### src/rtl/word_packer_pkg.sv
// word_packer_pkg
//   Shared definitions for the beat-to-word packer: default parameter
//   values and the accumulator state encoding.
//     ST_EMPTY : no beats collected
//     ST_FILL  : some, but not all, lanes collected
//     ST_HELD  : all lanes collected, waiting for the output register
package word_packer_pkg;

  localparam int DEF_DATA_W  = 8;
  localparam int DEF_LANES   = 4;
  localparam int DEF_TIMEOUT = 16;

  typedef enum logic [1:0] {
    ST_EMPTY = 2'd0,
    ST_FILL  = 2'd1,
    ST_HELD  = 2'd2
  } state_t;

endpackage

### src/rtl/word_packer_timer.sv
// word_packer_timer
//   Idle counter for the packer. Counts cycles while enabled, saturating
//   at TIMEOUT; clear has priority over enable. TIMEOUT = 0 disables it.
//   Ports:
//     clk     : clock, rising edge
//     rst     : asynchronous, active-low reset
//     clear   : zero the idle count this cycle
//     enable  : count this cycle (when not cleared)
//     expired : idle count has reached TIMEOUT (never when TIMEOUT = 0)
module word_packer_timer
  import word_packer_pkg::*;
#(
  parameter int TIMEOUT = DEF_TIMEOUT
) (
  input  logic clk,
  input  logic rst,
  input  logic clear,
  input  logic enable,
  output logic expired
);

  // At least one bit so the counter stays legal when the timeout is disabled.
  localparam int CW = (TIMEOUT > 0) ? $clog2(TIMEOUT + 1) : 1;
  localparam logic [CW-1:0] C_LIMIT = CW'(TIMEOUT);

  logic [CW-1:0] r_idle;

  always_ff @(posedge clk or negedge rst) begin
    if (!rst) begin
      r_idle <= '0;
    end else if (clear) begin
      r_idle <= '0;
    end else if (enable && (r_idle != C_LIMIT)) begin
      r_idle <= r_idle + CW'(1);
    end
  end

  assign expired = (TIMEOUT != 0) && (r_idle == C_LIMIT);

endmodule

### src/rtl/word_packer.sv
// word_packer
//   Packs LANES consecutive DATA_W beats from a valid/ready source into one
//   wide word (lane 0 in the LSBs). A partial word is emitted on an explicit
//   flush request or after TIMEOUT idle cycles, with pkd_keep marking the
//   filled lanes and unfilled lanes forced to zero.
//   Ports:
//     clk      : clock, rising edge
//     rst      : asynchronous, active-low reset
//     in_data  : input beat
//     in_vld   : input beat valid
//     in_rdy   : packer can accept a beat (registered)
//     flush    : single-cycle request to emit the current partial word
//     pkd_data : packed output word
//     pkd_keep : per-lane valid mask of pkd_data
//     pkd_vld  : packed word valid
//     pkd_rdy  : downstream accepts the packed word
//     word_cnt : number of words loaded into the output register (wraps)
module word_packer
  import word_packer_pkg::*;
#(
  parameter int DATA_W  = DEF_DATA_W,
  parameter int LANES   = DEF_LANES,
  parameter int TIMEOUT = DEF_TIMEOUT
) (
  input  logic                      clk,
  input  logic                      rst,
  input  logic [DATA_W-1:0]         in_data,
  input  logic                      in_vld,
  output logic                      in_rdy,
  input  logic                      flush,
  output logic [DATA_W*LANES-1:0]   pkd_data,
  output logic [LANES-1:0]          pkd_keep,
  output logic                      pkd_vld,
  input  logic                      pkd_rdy,
  output logic [15:0]               word_cnt
);

  localparam int CNT_W = $clog2(LANES + 1);
  localparam logic [CNT_W-1:0] C_LANES = CNT_W'(LANES);

  state_t                    r_state;
  state_t                    w_state_next;
  logic [CNT_W-1:0]          r_cnt;
  logic [CNT_W-1:0]          w_cnt_acc;
  logic [CNT_W-1:0]          w_cnt_next;
  logic                      r_flush_pend;
  logic                      w_flush_pend_next;
  logic                      r_in_rdy;
  logic [DATA_W*LANES-1:0]   r_pkd_data;
  logic [LANES-1:0]          r_pkd_keep;
  logic                      r_pkd_vld;
  logic [15:0]               r_word_cnt;

  logic                      w_accept;
  logic                      w_out_free;
  logic                      w_full;
  logic                      w_trig;
  logic                      w_load;
  logic                      w_expired;
  logic                      w_timer_clear;
  logic                      w_timer_en;
  logic [DATA_W*LANES-1:0]   w_word;
  logic [LANES-1:0]          w_keep;

  assign w_accept   = in_vld & r_in_rdy;
  assign w_out_free = ~r_pkd_vld | pkd_rdy;

  // Lane count including a beat accepted at this edge.
  assign w_cnt_acc  = r_cnt + {{(CNT_W-1){1'b0}}, w_accept};
  assign w_full     = (w_cnt_acc == C_LANES);

  // A flush request is honoured only while a partial word exists; the
  // request latched earlier and the one arriving now are treated alike.
  assign w_trig = (r_state == ST_FILL) & (flush | r_flush_pend | w_expired);

  // The loaded word always contains every beat accepted up to and
  // including this edge, so a flush that coincides with the completing
  // beat yields one full word rather than a partial one plus an empty one.
  assign w_load     = w_out_free & (w_full | w_trig);
  assign w_cnt_next = w_load ? '0 : w_cnt_acc;

  assign w_flush_pend_next = w_load ? 1'b0
                           : (r_flush_pend | (flush & (r_state != ST_EMPTY)));

  always_comb begin
    w_state_next = ST_FILL;
    if (w_cnt_next == '0) begin
      w_state_next = ST_EMPTY;
    end else if (w_cnt_next == C_LANES) begin
      w_state_next = ST_HELD;
    end
  end

  // Idle cycles only count while a partial word is waiting for more beats.
  assign w_timer_clear = w_accept | w_load | (r_state != ST_FILL);
  assign w_timer_en    = (r_state == ST_FILL);

  word_packer_timer #(
    .TIMEOUT (TIMEOUT)
  ) u_timer (
    .clk     (clk),
    .rst     (rst),
    .clear   (w_timer_clear),
    .enable  (w_timer_en),
    .expired (w_expired)
  );

  // Per-lane accumulator. A beat accepted at the load edge bypasses its
  // lane register straight into the output word.
  for (genvar gi = 0; gi < LANES; gi++) begin : g_lane
    logic [DATA_W-1:0] r_lane;
    logic              w_wr;

    assign w_wr = w_accept & (r_cnt == CNT_W'(gi));

    always_ff @(posedge clk or negedge rst) begin
      if (!rst) begin
        r_lane <= '0;
      end else if (w_wr) begin
        r_lane <= in_data;
      end
    end

    assign w_keep[gi] = (CNT_W'(gi) < w_cnt_acc);
    assign w_word[gi*DATA_W +: DATA_W] = w_keep[gi] ? (w_wr ? in_data : r_lane)
                                                    : '0;
  end

  always_ff @(posedge clk or negedge rst) begin
    if (!rst) begin
      r_state      <= ST_EMPTY;
      r_cnt        <= '0;
      r_flush_pend <= 1'b0;
      r_in_rdy     <= 1'b0;
      r_pkd_data   <= '0;
      r_pkd_keep   <= '0;
      r_pkd_vld    <= 1'b0;
      r_word_cnt   <= '0;
    end else begin
      r_state      <= w_state_next;
      r_cnt        <= w_cnt_next;
      r_flush_pend <= w_flush_pend_next;
      // Registered from the next state, so no path from pkd_rdy to in_rdy.
      r_in_rdy     <= (w_state_next != ST_HELD);
      if (w_load) begin
        r_pkd_data <= w_word;
        r_pkd_keep <= w_keep;
        r_pkd_vld  <= 1'b1;
        r_word_cnt <= r_word_cnt + 16'd1;
      end else if (pkd_rdy) begin
        r_pkd_vld  <= 1'b0;
      end
    end
  end

  assign in_rdy   = r_in_rdy;
  assign pkd_data = r_pkd_data;
  assign pkd_keep = r_pkd_keep;
  assign pkd_vld  = r_pkd_vld;
  assign word_cnt = r_word_cnt;

endmodule

### config.mk
export PLATFORM = sky130hd
export DESIGN_NAME = word_packer
export DESIGN_NICKNAME = d
export VERILOG_FILES = /design/src/rtl/word_packer_pkg.sv /design/src/rtl/word_packer_timer.sv /design/src/rtl/word_packer.sv
export SDC_FILE = /design/constraint.sdc
export NUM_CORES = 1
export LEC_CHECK = 0
export BUFFER_PORTS_ARGS = -buffer_cell sky130_fd_sc_hd__buf_4
export CORE_MARGIN = 5
export CORE_UTILIZATION = 25
export DETAILED_ROUTE_END_ITERATION = 8
export GPL_TIMING_DRIVEN = 0
export MAX_ROUTING_LAYER = met4
export PLACE_DENSITY = 0.42
export SLEW_MARGIN = 5
export SYNTH_ARGS = -nofsm -noshare
export SYNTH_HDL_FRONTEND = slang
export SYNTH_SLANG_ARGS = --single-unit
### constraint.sdc
create_clock -name clk -period 4.29 [get_ports clk]
set_clock_uncertainty 0.05 [all_clocks]
set_input_delay 0.6435 -clock clk [delete_from_list [all_inputs] [get_ports clk]]
set_output_delay 0.6435 -clock clk [all_outputs]
set_load 0.02 [all_outputs]
### Yosys cells after proc, flatten, opt, wreduce, memory -nomap -nowiden

Cells that the tools add are included.

* logic and storage cells: 68
* register bits after elaboration: 97
* bits of input ports: 13
* output and inout port bits: 54

* reduce and logical (&&, ||, !) cells: 6
* multiplexer cells: 16
* add/sub/neg operators: 3
* equality and inequality tests: 10
* bitwise gates (word level): 16
* order comparisons: 4

Operators by type and width (number)
* 8-bit two-way mux: 8
* 16-bit by 1-bit adder with 16-bit output, second input constant: 1
* 5-bit two-way mux: 2
* 1-bit bitwise AND: 8
* 1-bit bitwise OR: 7
* 3-bit by 2-bit == test with 1-bit output, second input constant: 2
* 3-bit == test, second input constant: 2
* 3-bit logical NOT: 2
* 1-bit by 3-bit < comparator with 1-bit output, first input constant: 2
* 2-bit by 3-bit < comparator with 1-bit output, first input constant: 2
* 2-bit nonzero test: 3
* 5-bit by 1-bit adder with 5-bit output, second input constant: 1
* 5-bit == test, second input constant: 1
* 5-bit != test, second input constant: 1
* 2-bit two-way mux: 2
* 3-bit by 1-bit adder with 3-bit output: 1
* 3-bit by 1-bit == test with 1-bit output, second input constant: 1
* 1-bit two-way mux: 3
* 3-bit two-way mux: 1
* 2-bit by 1-bit == test with 1-bit output, second input constant: 1
* 2-bit by 1-bit != test with 1-bit output, second input constant: 1
* 2-bit != test, second input constant: 1
* 1-bit logical AND: 1
* 1-bit NOT: 1

### Longest topological paths before layout

Gate-level depths: netlist of run 1.

* word-level depth: 10
* mapped depth: 9
* depth with buffers taken out: 7

### By module

A second synthesis of run 1 with hierarchy kept.

* cells, all modules: 299
* area total of the unflattened synthesis: 3938.8 µm²

Modules (own cells, without submodules)
* word_packer: instances 1, area each 3658.5 µm², cells each 272, sequential area each 2302.2 µm²
* word_packer_timer: instances 1, area each 280.3 µm², cells each 27, sequential area each 125.1 µm²

### Worst setup path before layout of run 1

Ideal clock, no wire load.

* path type: input port to flip-flop
* from: in in_vld
* to: reg r_pkd_data[24] (netlist: pkd_data[24])
* setup time: 0.121 ns
* setup slack: 1.718 ns
* data arrival time: 2.401 ns
* path buffers: 2
* required time: 4.119 ns
* stages: 9
* cell sequence: and2_1 > ha_1 > ha_1 > or2_2 > buf_2 > nor2_2 > o21ai_2 > buf_2 > a22o_1

* word-level cells in the longest chain between the ends: 5
* elaborated cells between the ends (all ways): 9
* classes of those cells: add/sub: 1; order compare: 1; eq/ne: 1; mux: 2; bitwise: 4

RTL lines
* start: declaration: RTL line word_packer.sv:28 `input logic in_vld,`
* 1-bit bitwise AND (*): RTL line word_packer.sv:65 `assign w_accept = in_vld & r_in_rdy;`
* parallel branches: the longest is 4 deep, another holds 3-bit by 1-bit adder with 3-bit output
* end signal: assignment: RTL line word_packer.sv:146 `r_pkd_data <= w_word;`
* end: declaration: RTL line word_packer.sv:49 `logic [DATA_W*LANES-1:0] r_pkd_data;`

Every way passes the cells marked *.
A chain may end at the register's enable or synchronous reset.

### Worst setup path in the final report of run 1

* from: in in_vld
* to: reg r_pkd_data[29] (netlist: pkd_data[29])

Same word-level chain as after synthesis.

==> flow_metrics.tcl, run 1 <==
set metrics [dict create \
    outcome "finished clean" \
    cts_root_buf "clkbuf_16" \
    ir_worst_vdd_uv 279 \
    ys_top_cells_by_area "dfrtp_1 (58%), mux2_2 (4.9%), a22o_1 (3.4%)" \
    arrival_ns 2.94 \
    cts_buffers 9 \
    timing.final.crit_share_pct 63.0 \
    firstDrtPassIters 4 \
    htreeDepth 3 \
    num_rows 47 \
    layout_common_cells "dfrtp_1 (97), buf_4 (67), mux2_2 (18)" \
    grt_overflow_total 0 \
    drt_iter0_markers 113 \
    cp_max_fo 10 \
    dp_cells 587 \
    place_area_mm2 0.00492 \
    path_class "input pin to flop" \
    cp-end-kind "flop" \
    vias 2662 \
    antenna_found_initial 0 \
    place_ws_ns 1.19 \
    pwr-share-comb_pct 43.0 \
    total_power_uw 3860 \
    post_drt_wl_per_cell_um 17.1 \
    grt_pass1_vias 2796 \
    finalHoldViolations 0 \
    drive_gt1_share_pct 35.5 \
    power_density_mw_per_mm2 738 \
    slew_viol_final 0 \
    async_flop_share_pct 100 \
    ys_types 46 \
    setup_ws_ns 1.59 \
    cts_tree "built" \
    ant_nets 0 \
    synth_ff_type "dfrtp_1" \
    fin_area_mm2 0.00522 \
    power.internal_uw 2360 \
    grtUsageTotal_pct 11.3 \
    min_path_type "input pin to async pin" \
    start_util_pct 25.2 \
    synth_area_per_cell_um2 13.8 \
    cts_hold_buf 0 \
    yosysSeqAreaShare_pct 58.5 \
    yosysTopAreaCellShare_pct 58.5 \
    clock_latency_ns 0.34 \
    port_buffers 66 \
    synthCells 301 \
    postCtsResizedCells 0 \
    grt_pass1_wl_mm 16.6 \
    cts_buffer_depth 2 \
    nets 397 \
    syn_nets 319 \
    p_switching_uw 1500 \
    min_period_ns 2.70 \
    gp_congestion 0.728 \
    fillers 1686 \
    dieArea_mm2 0.0193 \
    multi_input_area_mm2 0.00159 \
    wl_mm 10.3 \
    die_h_um 139 \
    routed_via_density 4.41 \
    tightest_slew_ns 0.617 \
    switching_share_pct 38.9 \
    post-cts-setup-buffers 0 \
    tns_ns 0 \
    drc 0 \
    grt_max_degree 98 \
    stdcell_count 603 \
    coreArea_mm2 0.0165 \
    areaGrowthSynthToFinish_pct 25.8 \
    rsz0062_at_grt "no" \
    ys_ff_latch 97 \
    die_w_um 139 \
    path_clk_slew_ns 0.07 \
    dp_hpwl_mm 7.10 \
    max_freq_mhz 370 \
    area.sequential_mm2 0.00243 \
    setup_viol 0 \
    synth_edf_count 0 \
    final_common_cell "dfrtp_1" \
    leakage_uw 0.00237 \
    sequentialPowerShare_pct 37.7 \
    startpoint_type "input pin" \
    io_pins 67 \
    yosysTopAreaCell "dfrtp_1" \
    synth_area_mm2 0.00415 \
    p_clk_share_pct 19.3 \
    clock-sinks 97 \
    antennaDiodeCount 0 \
    cp_data_required_time_ns 4.52 \
    slew-limit-headroom_pct 58.8 \
    synth_warnings 0 \
    maxCapViolCount 0 \
]
stage by stage:
| stage | hold WS [ns] | util (%) |
|---|---|---|
| after floorplan | 0.298 | - |
| after global placement | 0.411 | 29.9 |
| after detailed placement | 0.416 | 29.9 |
| after CTS | 0.432 | 31.5 |
| after global routing | 0.197 | 31.7 |
| final | 0.173 | 31.7 |
Yosys cell counts, types with 4 or more instances:
cell / count
a32o_1: 8
nand2_1: 11
buf_2: 7
inv_1: 14
o2bb2ai_1: 8
xnor2_1: 4
a2111oi_4: 4
mux2i_1: 8
a22o_1: 16
o21ai_0: 4
dfrtp_1: 97
nor2_1: 8
and2_1: 4
a211oi_2: 8
mux2_1: 7
mux2_2: 18
xor2_1: 15
ha_1: 5
nand3_1: 7
nand4_1: 5
worst paths after layout:
| path | endpoint | from | depth (start not counted) | slack [ns] |
|---|---|---|---|---|
| worst max-delay path | pkd_data[29] | in_vld | 9 | 1.59 |
| min in group clk | word_cnt[15] | word_cnt[15] | 1 | 0.43 |
| max in group asynchronous | r_cnt[1] | rst | 2 | 3.41 |
| worst min-delay path | pkd_data[12] | rst | 1 | 0.17 |
| worst min register to register | word_cnt[15] | word_cnt[15] | 1 | 0.43 |
| worst max register to register | pkd_data[29] | in_rdy | 8 | 1.60 |
flip-flops by register name, indices dropped and copies added (netlist names):
register and flops:
u_timer.r_idle 5, r_cnt 3, r_state 2, g_lane.r_lane 32, r_flush_pend 1, in_rdy 1
pkd_keep 4, pkd_data 32, word_cnt 16, pkd_vld 1
logic make-up after synthesis:
group           Yosys count  synth area share (%)
xor+xnor                 20                  4.40
fa+ha+maj                 5                  1.51
simple gates             53                  7.44
flops                    97                  58.5
compound gates           66                  16.3
buf+inv                  27                  3.22
mux                      33                  8.71
layer usage:
metal | GRT usage, % | part of all wire, %
met5 | - | 0
met4 | 2.47 | 1.0
met3 | 3.79 | 4.2
met2 | 17.3 | 48
met1 | 14.8 | 47
worst max-delay path, stage by stage:
cell and delay [ns]:
buf_4 0.11, and2_1 0.17, ha_1 0.19, ha_1 0.23, xnor2_2 0.39, nor2_2 0.13, o21ai_2 0.51, buf_2 0.37
a22o_1 0.18
cell type report:
type	count	share of cell area (%)
plain buffers	13	1.56
repair buffers	67	10.1
flip-flops and latches	97	46.5
inverters	14	1.01
well taps	220	5.27
clock inverters	6	0.838
clock buffers	9	4.31
multi-input cells	177	30.5
power by group through the flow:
| stage | Combinational, uW | Sequential [uW] | Clock (uW) |
|---|---|---|---|
| 2_1_floorplan | 911 | 1630 | 0 |
| 3_3_place_gp | 1660 | 1470 | 0 |
| 3_5_place_dp | 1690 | 1480 | 0 |
| 4_1_cts | 1700 | 1460 | 779 |
| 5_1_grt | 1810 | 1500 | 814 |
| 6_report | 1660 | 1450 | 745 |
Power figures use the tool's default switching activity.
==> inputs of run 2 (changes only) <==
--- a/config.mk
+++ b/config.mk
@@ -11,7 +11,7 @@
 export DETAILED_ROUTE_END_ITERATION = 8
 export GPL_TIMING_DRIVEN = 0
 export MAX_ROUTING_LAYER = met4
-export PLACE_DENSITY = 0.42
+export PLACE_DENSITY = 0.43
 export SLEW_MARGIN = 5
 export SYNTH_ARGS = -nofsm -noshare
 export SYNTH_HDL_FRONTEND = slang
==> constraint.sdc (replaced) <==
create_clock -name clk -period 2.3 [get_ports clk]
set_clock_uncertainty 0.05 [all_clocks]
set_input_delay 0.345 -clock clk [delete_from_list [all_inputs] [get_ports clk]]
set_output_delay 0.345 -clock clk [all_outputs]
set_load 0.02 [all_outputs]
==> flow_metrics.tcl, run 2 (synthesis gave the netlist of run 1 again) <==
set metrics [dict create \
    antennaDiodeCount 0 \
    min_period_ns 2.17 \
    finalHoldViolations 0 \
    cts_buffers 9 \
    vias 2713 \
    cp_top_family "simple AND/OR/NAND/NOR gates" \
    io_pins 67 \
    wl_mm 10.7 \
    timing.final.crit_share_pct 94.5 \
    cp_data_required_time_ns 2.49 \
    drive_gt1_share_pct 37.9 \
    leakage_uw 0.00245 \
    startpoint_type "flop" \
    power_density_mw_per_mm2 1400 \
    grt_overflow_total 0 \
    crit_buf_inv 1 \
    arrival_ns 2.36 \
    routed_via_density 4.43 \
    drc 0 \
    fin_area_mm2 0.00545 \
    reg2reg_setup_slack_ns 0.13 \
    cp-end-kind "flop" \
    fillers 1683 \
    grt_pass1_wl_mm 16.7 \
    coreArea_mm2 0.0165 \
    slowest_stage "dfrtp_2" \
    post_drt_wl_per_cell_um 17.4 \
    num_rows 47 \
    path_clk_slew_ns 0.07 \
    slowest_delay_ns 0.42 \
    die_w_um 139 \
    slew-limit-headroom_pct 47.1 \
    min_path_type "input pin to flop" \
    die_h_um 139 \
    finish.utilization_pct 33.1 \
    place_area_mm2 0.00495 \
    max_freq_mhz 460 \
    ir_worst_vdd_uv 766 \
    rsz0062_at_grt "no" \
    clock-sinks 97 \
    slew_viol_final 0 \
    antenna_found_initial 0 \
    clock_latency_ns 0.35 \
    areaGrowthSynthToFinish_pct 31.2 \
    start_util_pct 25.2 \
    cts_buffer_depth 2 \
    tightest_slew_ns 0.792 \
    grt_max_degree 98 \
    grtUsageTotal_pct 11.5 \
    nets 406 \
    total_power_uw 7640 \
    grt_pass1_vias 2791 \
    cts_root_buf "clkbuf_16" \
    cp_max_fo 6 \
    firstDrtPassIters 4 \
    dp_hpwl_mm 7.01 \
    port_buffers 66 \
    crit_chain "and2_1, ha_1, ha_4, or2_4, nor2_4, o21ai_4, buf_2, a22o_1" \
    cts_tree "built" \
    htreeDepth 3 \
    drt_iter0_markers 146 \
    layout_common_cells "dfrtp_1 (96), buf_4 (71), mux2_2 (18)" \
    maxCapViolCount 0 \
    setup_viol 0 \
    final_common_cell "dfrtp_1" \
    ant_nets 0 \
    dieArea_mm2 0.0193 \
    outcome "finished clean" \
    gp_congestion 0.721 \
    path_class "flop to flop" \
]
[run 2: cell count changes in the layout (fill, tap and decap cells not counted), moves of 2 or more]
| cell | previous run | this run |
|---|---|---|
| a21oi_2 | 3 | 1 |
| a21oi_4 | 1 | 4 |
| buf_12 | 0 | 2 |
| buf_2 | 7 | 4 |
| buf_4 | 67 | 71 |
| buf_6 | 3 | 7 |
| nor2_4 | 0 | 2 |
| o21ai_2 | 2 | 0 |
| o21ai_4 | 0 | 2 |
[run 2: power by group]
part / leakage [uW] / internal [uW] / switching (uW)
clock: 0.000138 / 748 / 693
sequential: 0.00123 / 2370 / 348
combinational: 0.00108 / 1520 / 1960
[run 2: per-stage QoR]
stage	hold slack (ns)	std cells	TNS [ns]	setup slack, ns
floorplan	-0.000591	301	0	0.0223
global placement	0.409	587	-10.81	-0.351
detailed placement	0.419	587	-9.62	-0.324
CTS	0.213	608	0	0.0253
global route	0.217	613	0	0.00579
finish	0.224	613	0	0.126
[run 2: area by class of cell]
cell class / instances / area [um^2] / share of cell area (%)
Sequential cell: 97 / 2430 / 44.6
Multi-Input combinational cell: 178 / 1690 / 31.1
Timing Repair Buffer: 76 / 623 / 11.4
Tap cell: 220 / 275 / 5.05
Clock buffer: 10 / 229 / 4.20
Buffer: 12 / 95.1 / 1.75
Inverter: 14 / 52.6 / 0.965
Clock inverter: 6 / 48.8 / 0.896
[run 2: layer usage]
metal | global-route usage [%] | part of all wire, % | vias to the layer above
met5 | - | 0 | -
met4 | 2.47 | 0.99 | 0
met3 | 3.69 | 4.3 | 10
met2 | 17.1 | 47 | 61
met1 | 15.5 | 48 | 1374
li1 | - | - | 1268
[run 2: worst register-to-register path: cells and delay by family (launching register included)]
kind	cells	cell delay (ns)
adders and majority gates	2	0.47
AOI/OAI and AO/OA	2	0.35
and+or+nand+nor	3	0.59
DFF	1	0.42
buffers and inverters	1	0.20
[run 2: path summary, 6_finish.rpt]
path	startpoint	to	cells past startpoint
max in group asynchronous	rst	in_rdy	3
setup / recovery	in_rdy	pkd_data[29]	8
setup reg to reg	in_rdy	pkd_data[29]	8
hold reg to reg	word_cnt[15]	word_cnt[15]	1
min in group asynchronous	rst	pkd_data[8]	2
hold / removal	in_data[2]	g_lane[2].r_lane[2]	3
[run 2: timing repair]
action | CTS | global route
hold endpoints to repair | 0 | 19
hold buffers | 0 | 1
setup endpoints to repair | 42 | 36
pin swaps | 4 | 2
setup buffers | 5 | 2
gates cloned | 1 | 1
gates resized for setup | 11 | 6
